===== src/rtl/iomem_bus_fabric_pkg.sv =====
// Shared types and constants for the picosoc iomem peripheral fabric.
// Holds the FSM encoding, status-window layout and the saturating error-count helper.
package iomem_pkg;

    typedef enum logic [1:0] {
        ST_IDLE   = 2'd0,
        ST_ACTIVE = 2'd1,
        ST_RESP   = 2'd2
    } fab_state_e;

    localparam logic [1:0] STAT_CTRL   = 2'd0;
    localparam logic [1:0] STAT_ADDR   = 2'd1;
    localparam int         STAT_TO_BIT = 16;
    localparam int         STAT_UM_BIT = 17;
    localparam int         ERR_CNT_W   = 16;

    function automatic logic [ERR_CNT_W-1:0] sat_inc(input logic [ERR_CNT_W-1:0] v);
        logic [ERR_CNT_W-1:0] r;
        if (v == {ERR_CNT_W{1'b1}}) begin
            r = v;
        end else begin
            r = v + ERR_CNT_W'(1);
        end
        return r;
    endfunction

endpackage


===== src/rtl/iomem_addr_decode.sv =====
// Priority decoder on addr[31:24]: status window flag plus lowest-index slave match.
module iomem_addr_decode
    import iomem_pkg::*;
#(
    parameter int N_SLAVES = 4,
    parameter int SEL_W    = 2
) (
    input  logic [7:0]            addr_hi,
    input  logic [8*N_SLAVES-1:0] slave_base,
    input  logic [7:0]            status_base,
    output logic                  hit_slave,
    output logic                  hit_status,
    output logic [SEL_W-1:0]      sel_idx
);

    // scan from the top so a lower matching index overwrites a higher one
    always_comb begin
        hit_slave = 1'b0;
        sel_idx   = {SEL_W{1'b0}};
        for (int i = N_SLAVES - 1; i >= 0; i--) begin
            hit_slave = hit_slave | (slave_base[8*i +: 8] == addr_hi);
            sel_idx   = (slave_base[8*i +: 8] == addr_hi) ? SEL_W'(i) : sel_idx;
        end
    end

    assign hit_status = (addr_hi == status_base);

endmodule


===== src/rtl/iomem_bus_fabric.sv =====
// Fabric between the picosoc iomem master and N slaves: decode, registered response,
// per-transaction timeout and a small error-log status window driving err_irq.
module iomem_bus_fabric
    import iomem_pkg::*;
#(
    parameter int                    N_SLAVES       = 4,
    parameter logic [8*N_SLAVES-1:0] SLAVE_BASE     = {8'h07, 8'h05, 8'h04, 8'h03},
    parameter logic [7:0]            STATUS_BASE    = 8'h0F,
    parameter int                    TIMEOUT_CYCLES = 255,
    parameter logic [31:0]           ERR_RDATA      = 32'h0000_0000
) (
    input  logic                     clk,
    input  logic                     resetn,
    input  logic                     m_valid,
    output logic                     m_ready,
    input  logic [3:0]               m_wstrb,
    input  logic [31:0]              m_addr,
    input  logic [31:0]              m_wdata,
    output logic [31:0]              m_rdata,
    output logic [N_SLAVES-1:0]      s_valid,
    input  logic [N_SLAVES-1:0]      s_ready,
    input  logic [32*N_SLAVES-1:0]   s_rdata,
    output logic [3:0]               s_wstrb,
    output logic [31:0]              s_addr,
    output logic [31:0]              s_wdata,
    output logic                     err_irq
);

    localparam int SEL_W  = (N_SLAVES > 1) ? $clog2(N_SLAVES) : 1;
    localparam int TCNT_W = (TIMEOUT_CYCLES > 0) ? $clog2(TIMEOUT_CYCLES + 1) : 1;
    localparam logic [TCNT_W-1:0] TC_LAST = TCNT_W'(TIMEOUT_CYCLES - 1);
    localparam bit TC_EN = (TIMEOUT_CYCLES != 0);

    fab_state_e           state_r;
    logic [SEL_W-1:0]     sel_r;
    logic [TCNT_W-1:0]    tcnt_r;
    logic [ERR_CNT_W-1:0] err_cnt_r;
    logic                 to_flag_r;
    logic                 um_flag_r;
    logic [31:0]          last_addr_r;

    logic                 hit_slave_s;
    logic                 hit_status_s;
    logic [SEL_W-1:0]     sel_idx_s;
    logic [31:0]          stat_rdata_s;
    logic [31:0]          sel_rdata_s;

    iomem_addr_decode #(
        .N_SLAVES (N_SLAVES),
        .SEL_W    (SEL_W)
    ) u_decode (
        .addr_hi     (m_addr[31:24]),
        .slave_base  (SLAVE_BASE),
        .status_base (STATUS_BASE),
        .hit_slave   (hit_slave_s),
        .hit_status  (hit_status_s),
        .sel_idx     (sel_idx_s)
    );

    // status window read view, selected by word offset
    always_comb begin
        stat_rdata_s = 32'h0000_0000;
        case (m_addr[3:2])
            STAT_CTRL: begin
                stat_rdata_s[ERR_CNT_W-1:0] = err_cnt_r;
                stat_rdata_s[STAT_TO_BIT]   = to_flag_r;
                stat_rdata_s[STAT_UM_BIT]   = um_flag_r;
            end
            STAT_ADDR: stat_rdata_s = last_addr_r;
            default:   stat_rdata_s = 32'h0000_0000;
        endcase
    end

    assign sel_rdata_s = s_rdata[32*int'(sel_r) +: 32];
    assign s_wstrb     = m_wstrb;
    assign s_addr      = m_addr;
    assign s_wdata     = m_wdata;
    assign err_irq     = to_flag_r | um_flag_r;

    // transaction sequencing, response register and error log
    always_ff @(posedge clk or negedge resetn) begin
        if (!resetn) begin
            state_r     <= ST_IDLE;
            sel_r       <= {SEL_W{1'b0}};
            tcnt_r      <= {TCNT_W{1'b0}};
            err_cnt_r   <= {ERR_CNT_W{1'b0}};
            to_flag_r   <= 1'b0;
            um_flag_r   <= 1'b0;
            last_addr_r <= 32'h0000_0000;
            m_ready     <= 1'b0;
            m_rdata     <= 32'h0000_0000;
            s_valid     <= {N_SLAVES{1'b0}};
        end else begin
            m_ready <= 1'b0;
            case (state_r)
                ST_IDLE: begin
                    if (m_valid) begin
                        if (hit_status_s) begin
                            m_rdata <= stat_rdata_s;
                            m_ready <= 1'b1;
                            state_r <= ST_RESP;
                            if ((m_addr[3:2] == STAT_CTRL) && (m_wstrb != 4'h0)) begin
                                err_cnt_r <= {ERR_CNT_W{1'b0}};
                                to_flag_r <= 1'b0;
                                um_flag_r <= 1'b0;
                            end
                        end else if (hit_slave_s) begin
                            sel_r   <= sel_idx_s;
                            s_valid <= N_SLAVES'(1) << sel_idx_s;
                            tcnt_r  <= {TCNT_W{1'b0}};
                            state_r <= ST_ACTIVE;
                        end else begin
                            m_rdata     <= ERR_RDATA;
                            m_ready     <= 1'b1;
                            state_r     <= ST_RESP;
                            um_flag_r   <= 1'b1;
                            err_cnt_r   <= sat_inc(err_cnt_r);
                            last_addr_r <= m_addr;
                        end
                    end
                end
                ST_ACTIVE: begin
                    // a master that drops valid mid-flight is abandoned silently
                    if (!m_valid) begin
                        s_valid <= {N_SLAVES{1'b0}};
                        state_r <= ST_IDLE;
                    end else if (s_ready[sel_r]) begin
                        m_rdata <= sel_rdata_s;
                        m_ready <= 1'b1;
                        s_valid <= {N_SLAVES{1'b0}};
                        state_r <= ST_RESP;
                    end else if (TC_EN && (tcnt_r == TC_LAST)) begin
                        m_rdata     <= ERR_RDATA;
                        m_ready     <= 1'b1;
                        s_valid     <= {N_SLAVES{1'b0}};
                        state_r     <= ST_RESP;
                        to_flag_r   <= 1'b1;
                        err_cnt_r   <= sat_inc(err_cnt_r);
                        last_addr_r <= m_addr;
                    end else begin
                        tcnt_r <= tcnt_r + TCNT_W'(1);
                    end
                end
                ST_RESP: state_r <= ST_IDLE;
                default: begin
                    s_valid <= {N_SLAVES{1'b0}};
                    state_r <= ST_IDLE;
                end
            endcase
        end
    end

endmodule


===== config.mk =====
export PLATFORM = sky130hd
export DESIGN_NAME = iomem_bus_fabric
export DESIGN_NICKNAME = d
export VERILOG_FILES = /design/src/rtl/iomem_bus_fabric_pkg.sv /design/src/rtl/iomem_addr_decode.sv /design/src/rtl/iomem_bus_fabric.sv
export SDC_FILE = /design/constraint.sdc
export NUM_CORES = 1
export LEC_CHECK = 0
export ABC_AREA = 1
export ABC_CLOCK_PERIOD_IN_PS = 1730
export CORE_AREA = 3 3 116 173
export CTS_BUF_LIST = sky130_fd_sc_hd__clkbuf_8 sky130_fd_sc_hd__clkbuf_16
export DETAILED_ROUTE_END_ITERATION = 8
export DIE_AREA = 0 0 119 176
export PLACE_DENSITY = 0.76
export SETUP_SLACK_MARGIN = 0.02
export SYNTH_ARGS = -nofsm -noshare
export SYNTH_HDL_FRONTEND = slang
export SYNTH_SLANG_ARGS = --single-unit
export TNS_END_PERCENT = 30

===== constraint.sdc =====
create_clock -name clk -period 1.73 [get_ports clk]
set_clock_uncertainty 0.15 [all_clocks]
set_input_delay 0.173 -clock clk [delete_from_list [all_inputs] [get_ports clk]]
set_output_delay 0.173 -clock clk [all_outputs]
set_load 0.1 [all_outputs]

==> impl_metrics.env, run 1 <==
export IMPL_ys_warn_count=0
export IMPL_p_int_mw=4.83
export IMPL_max_freq_mhz=529
export IMPL_irDropWorstVdd_mv=0.450
export IMPL_muxShareOfSynthArea_pct=0
export IMPL_multi_input_area_um2=4040
export IMPL_synth_area_top_cells="dfrtp_1 34%, nand2_1 19%, nand3_1 11%, nor2_1 8.6%, buf_4 8.3%"
export IMPL_synth_xor_area_share_pct=0.847
export IMPL_cts_tree="yes"
export IMPL_async_reset_ff_share_pct=100
export IMPL_synth_edff_count=0
export IMPL_clock_root_buffer="clkbuf_16"
export IMPL_drive_gt1_share_pct=19.8
export IMPL_place_area_um2=10700
export IMPL_antenna_found_initial=0
export IMPL_setup_viol=82
export IMPL_numCtsBuffers=9
export IMPL_yosys_area_top_type_share_pct=34.2
export IMPL_syn_nets=1321
export IMPL_die_h_um=176
export IMPL_insertion_delay_ps=350
export IMPL_synthFlopType="dfrtp_1"
export IMPL_synth_top_family_by_area="simple AND/OR/NAND/NOR gates"
export IMPL_hold_viol=0
export IMPL_worst_ep_arrival_time_ps=1990
export IMPL_period_needed_ps=1890
export IMPL_ff_latch_area_um2=2480
export IMPL_pwr_density_cell_nw_per_um2=666
export IMPL_synth_compound_area_share_pct=7.00
export IMPL_ys_top_cells_by_count="366 x nand2_1, 166 x nor2_1, 161 x nand3_1"
export IMPL_syn_area_per_cell_um2=6.49
export IMPL_floorplan_rows=61
export IMPL_combPwrFrac_pct=38.3
export IMPL_routed_wl_um=26000
export IMPL_power_switching_mw=2.79
export IMPL_status="finished with violations"
export IMPL_fin_nets=1550
export IMPL_vias=8101
export IMPL_wl_per_cell_um=16.2
export IMPL_synth_simple_area_share_pct=43.1
export IMPL_fillers=1563
export IMPL_worst_pin_slew_ps=361
export IMPL_crit_path_end_kind="flip-flop"
export IMPL_first_iter_violations=474
export IMPL_max_slew_margin_pct=75.9
export IMPL_yosysSeqAreaShare_pct=34.2
export IMPL_syn_inst=1115
export IMPL_cts_sinks=99
export IMPL_critPathLaunchType="flip-flop"
export IMPL_rsz0062_at_grt="yes"
export IMPL_firstDrtPassIters=5
export IMPL_synth_fa_ha_area_share_pct=0.519
export IMPL_postLayoutCoreUtil_pct=61.2
export IMPL_final_area_um2=11400
export IMPL_fp_dieW_um=119
export IMPL_drtAntennaViolNets=0
export IMPL_slew_viol_final=0
export IMPL_synth_area_um2=7240
export IMPL_die_area_um2=20900
export IMPL_syn_to_final_growth_pct=58.2
export IMPL_dpl_cell_count=1567
export IMPL_overflow=0
export IMPL_port_buffers=244
export IMPL_grt_first_pass_wirelength_um=39200
export IMPL_maxCapViolations=0
export IMPL_cp_max_fo=8
export IMPL_p_leak_nw=5.45
export IMPL_period_share_pct=109
export IMPL_routabilityCongestion=0.900
export IMPL_pwr_share_clk_pct=24.6
export IMPL_fp_coreArea_um2=18700
export IMPL_fin_cells=1601
export IMPL_grt_max_degree=55
export IMPL_switching_share_pct=36.6
export IMPL_power_share_sequential_pct=37.0
export IMPL_total_power_mw=7.62
export IMPL_antenna_cells=0
export IMPL_cts_path_max_buffers=2
export IMPL_required_ps=1830
export IMPL_globalRouteTotalUtil_pct=22.9
export IMPL_synth_largest_area_cell="dfrtp_1"
export IMPL_start_util_pct=38.7
export IMPL_crit_type="flip-flop to flip-flop"
export IMPL_synth_seq_cells=99
export IMPL_dp_hpwl_um=18900
export IMPL_synthDistinctLibCells=32
export IMPL_hp_class="input port to async pin"
export IMPL_yosysMostFrequentCell="nand2_1"
export IMPL_fin_ws_ps=-161
export IMPL_via_per_inst=5.06
export IMPL_io_pins=309
export IMPL_path_clk_slew_ps=70
export IMPL_violations="negative setup slack"
export IMPL_drc=0
export IMPL_cts_htree_levels=3
export IMPL_first_global_vias=7645
[stage by stage]
step                hold WS [ps]  TNS, ps  worst slack, ps
global route                 152   -17100             -259
CTS                          139    -8980             -147
floorplan                   -273        0             12.2
finish                       128    -7110             -161
global placement           -44.5   -25310             -301
detailed placement         -37.9   -29480             -354
[path summary, 6_finish.rpt]
path | start | endpoint | slack, ps | cells past startpoint
hold reg to reg | last_addr_r[6]$_DFFE_PN0P_ | last_addr_r[6]$_DFFE_PN0P_ | 330 | 2
max in group asynchronous | resetn | sel_r[0]$_DFFE_PN0P_ | 660 | 3
hold / removal | resetn | m_rdata[11]$_DFFE_PN0P_ | 130 | 2
min in group clk | m_wdata[17] | s_wdata[17] | 200 | 0
setup / recovery | tcnt_r[1]$_DFFE_PN0P_ | m_rdata[24]$_DFFE_PN0P_ | -160 | 12
setup reg to reg | tcnt_r[1]$_DFFE_PN0P_ | m_rdata[24]$_DFFE_PN0P_ | -160 | 12
[repair_timing]
action | 4_1_cts | 5_1_grt
hold endpoints to repair | 79 | 0
resized for setup | 20 | 50
setup buffers | 6 | 3
setup endpoints to repair | 94 | 97
hold buffers | 1 | 0
pin swaps | 17 | 47
gates cloned | 2 | 6
[worst max-delay path: stages, from the launching register on]
cell and delay (ps):
dfrtp_1 420, ha_4 180, nand2_2 50, nor2_2 40, nand2_2 90, nand2_4 70, buf_6 130, nor2b_4 150
nor2_8 60, buf_12 150, clkbuf_16 170, nand3_2 60, nand2_1 50
[metal layers]
| layer | global-route usage [%] | vias up | wire (µm) |
|---|---|---|---|
| met2 | 41.9 | 308 | 13900 |
| met5 | 0 | - | 0 |
| met4 | 9.62 | 0 | 877 |
| met1 | 26.3 | 3783 | 9690 |
| met3 | 3.81 | 57 | 1500 |
| li1 | - | 3953 | - |
[logic make-up after synthesis]
group,Yosys count
adder cells (fa/ha/maj),3
AND/OR/NAND/NOR,730
XOR/XNOR,7
buffers and inverters,176
AO/OA/AOI/OAI,100
flip-flops,99
[cell usage in the layout (no fill, tap or decap), types with 2 or more instances in the layout]
master	n
nor2_8	3
nand2_2	17
nand4_1	7
nor2_2	7
nand3_4	3
o21ai_0	82
nand2_4	5
xnor2_1	3
or2_2	2
o21bai_1	2
nand3_2	27
inv_1	42
nand2_1	350
clkinvlp_4	3
ha_1	2
nand2_8	4
buf_4	75
nor2_1	161
buf_6	4
clkdlybuf4s50_1	168
o21ai_1	12
nand3b_1	3
nand3_1	136
dfrtp_1	98
nor3_1	5
inv_2	8
clkbuf_16	11
buf_12	89
nor2_4	3
a21oi_1	3
xor2_1	4
[flip-flops by register name (all words and copies together), names as in the netlist, 2 cells and up]
register and cells:
last_addr_r 32, m_rdata 32, err_cnt_r 16, tcnt_r 8, s_valid 4, sel_r 2, state_r 2
[layout make-up]
cell class | instances | share of cell area [%]
Clock buffer | 9 | 1.97
Clock inverter | 7 | 0.339
Inverter | 49 | 1.63
Multi-Input combinational cell | 844 | 35.3
Sequential cell | 99 | 21.6
Tap cell | 252 | 2.75
Timing Repair Buffer | 341 | 36.4
[power groups by stage]
| stage | clock network, mW | logic [mW] | registers [mW] |
|---|---|---|---|
| finish | 1.88 | 2.92 | 2.82 |
| global route | 1.97 | 3.11 | 2.85 |
| CTS | 1.89 | 2.81 | 2.81 |
| detailed placement | 0 | 2.70 | 2.85 |
| global placement | 0 | 2.66 | 2.84 |
| floorplan | 0 | 1.57 | 3.08 |
Note: power is estimated with default switching activity, not from simulation.
==> run 2, diff against run 1 <==
==> constraint.sdc (replaced) <==
create_clock -name clk -period 1.73 [get_ports clk]
set_clock_uncertainty 0.15 [all_clocks]
set_input_delay 0.346 -clock clk [delete_from_list [all_inputs] [get_ports clk]]
set_output_delay 0.346 -clock clk [all_outputs]
set_load 0.1 [all_outputs]
==> run 2 against run 1 <==
Compared with the run above:
- the flow still finishes with violations (negative setup slack)
- wire length decreased by 1.4%
- register-to-register slack got worse by 40 ps
- global-route usage is 0.23 points higher
- largest cell class unchanged
- first-iteration DRC count down 1.1%
- flip-flop and latch count did not move
- sequential share of layout area down 0.13 points
- fmax shrank 1.9%
- clock power is 12% higher
- non-clock buffer count is 10 higher
- highest routed layer unchanged
==> impl_metrics.env, run 2 (synthesized netlist as in run 1, its figures left out) <==
export IMPL_status="finished with violations"
export IMPL_violations="negative setup slack"
export IMPL_postLayoutCoreUtil_pct=61.6
export IMPL_final_cell_mix="349 x nand2_1, 163 x clkdlybuf4s50_1, 160 x nor2_1"
export IMPL_setup_viol=84
export IMPL_hp_class="input port to async pin"
export IMPL_cp_max_fo=7
export IMPL_fillers=1572
export IMPL_first_global_vias=7905
export IMPL_required_ps=1820
export IMPL_clock_root_buffer="clkbuf_16"
export IMPL_via_per_inst=5.05
export IMPL_insertion_delay_ps=350
export IMPL_hold_viol=0
export IMPL_start_util_pct=38.7
export IMPL_antenna_cells=0
export IMPL_cts_sinks=99
export IMPL_reg_top3="last_addr_r x32, m_rdata x32, err_cnt_r x16"
export IMPL_drc=0
export IMPL_antenna_found_initial=0
export IMPL_overflow=0
export IMPL_max_freq_mhz=519
export IMPL_floorplan_rows=61
export IMPL_fp_dieW_um=119
export IMPL_worst_pin_slew_ps=483
export IMPL_cts_path_max_buffers=2
export IMPL_firstDrtPassIters=5
export IMPL_max_slew_margin_pct=67.7
export IMPL_path_clk_slew_ps=70
export IMPL_final_area_um2=11500
export IMPL_crit_type="flip-flop to flip-flop"
export IMPL_critPathLaunchType="flip-flop"
export IMPL_numCtsBuffers=9
export IMPL_slew_viol_final=0
export IMPL_rsz0062_at_grt="yes"
export IMPL_port_buffers=244
export IMPL_period_share_pct=111
export IMPL_drtAntennaViolNets=0
export IMPL_irDropWorstVdd_mv=0.479
export IMPL_place_area_um2=10700
export IMPL_fp_coreArea_um2=18700
export IMPL_fin_ws_ps=-197
export IMPL_cts_tree="yes"
export IMPL_vias=8131
export IMPL_syn_to_final_growth_pct=59.2
export IMPL_grt_max_degree=56
export IMPL_period_needed_ps=1930
export IMPL_worst_ep_arrival_time_ps=2020
export IMPL_drive_gt1_share_pct=19.9
export IMPL_finalSetupTns_ps=-8970
export IMPL_maxCapViolations=0
export IMPL_first_iter_violations=469
export IMPL_wl_per_cell_um=15.9
export IMPL_pwr_density_cell_nw_per_um2=680
export IMPL_crit_path_end_kind="flip-flop"
export IMPL_final_common_cell="nand2_1"
export IMPL_whs_ps=289
export IMPL_die_area_um2=20900
export IMPL_routed_wl_um=25600
export IMPL_cts_htree_levels=3
export IMPL_die_h_um=176
export IMPL_fin_nets=1560
export IMPL_p_leak_nw=5.53
export IMPL_dp_hpwl_um=19100
export IMPL_grt_first_pass_wirelength_um=39600
export IMPL_routabilityCongestion=0.897
export IMPL_globalRouteTotalUtil_pct=23.2
export IMPL_io_pins=309
[run 2: cell count changes in the layout (fill, tap and decap cells not counted), sizes merged, moves of 2 or more]
| cell | previous run | this run |
|---|---|---|
| dlygate4sd2 | 1 | 6 |
| buf | 169 | 178 |
| clkbuf | 11 | 15 |
| clkdlybuf4s50 | 168 | 163 |
| inv | 51 | 49 |
[run 2: layer usage]
layer	part of all wire [%]	GRT usage, %
met5	0	0
met4	5.3	12.1
met3	6.6	3.65
met2	53	42.5
met1	35	25.5
[run 2: power by group]
group	switching, mW	leakage, nW	internal (mW)	total [mW]
Sequential	0.221	1.31	2.59	2.81
Combinational	1.64	4.07	1.28	2.92
Clock	0.877	0.152	1.24	2.11
Total	2.74	5.53	5.10	7.83
[run 2: final timing paths]
check | start | end | slack [ps] | depth (start not counted)
setup / recovery | tcnt_r[1]$_DFFE_PN0P_ | m_rdata[31]$_DFFE_PN0P_ | -200 | 12
hold / removal | resetn | last_addr_r[14]$_DFFE_PN0P_ | 290 | 2
setup reg to reg | tcnt_r[1]$_DFFE_PN0P_ | m_rdata[31]$_DFFE_PN0P_ | -200 | 12
hold reg to reg | last_addr_r[14]$_DFFE_PN0P_ | last_addr_r[14]$_DFFE_PN0P_ | 320 | 2
max in group asynchronous | resetn | sel_r[0]$_DFFE_PN0P_ | 520 | 3
min in group clk | last_addr_r[14]$_DFFE_PN0P_ | last_addr_r[14]$_DFFE_PN0P_ | 320 | 2
[run 2: metrics by stage]
stage                     worst slack, ps  total power, mW  instances
final                                -197             7.83       1611
after global routing                 -267             8.17       1611
after CTS                            -157             7.75       1600
after detailed placement             -577             5.57       1575
after global placement               -488             5.51       1575
after floorplan                      12.2             4.65       1115
[run 2: critical path, stage by stage, from the launching register on]
cell       delay, ps
dfrtp_1          410
ha_4             170
nand2_2           60
nor2_2            30
nand2_1           90
nand2_2          100
buf_6            140
nor2b_4          160
nor2_8            60
buf_12           160
clkbuf_16        160
nand3_1           70
nand2_1           50
[run 2: area by class of cell]
cell class | count | area (µm²) | area share, %
Tap cell | 252 | 315 | 2.74
Multi-Input combinational cell | 844 | 3980 | 34.5
Clock inverter | 4 | 48.8 | 0.424
Inverter | 49 | 184 | 1.60
Timing Repair Buffer | 351 | 4250 | 36.9
Clock buffer | 12 | 267 | 2.31
Sequential cell | 99 | 2480 | 21.5
[run 2: repair_timing]
action / in CTS / in global routing
endpoints found under the setup margin: 101 / 100
buffers inserted: 5 / 6
resized for setup: 31 / 34
hold endpoints to repair: 21 / 0
gates cloned: 3 / 6
pin swaps: 10 / 22
hold buffers: 1 / 0
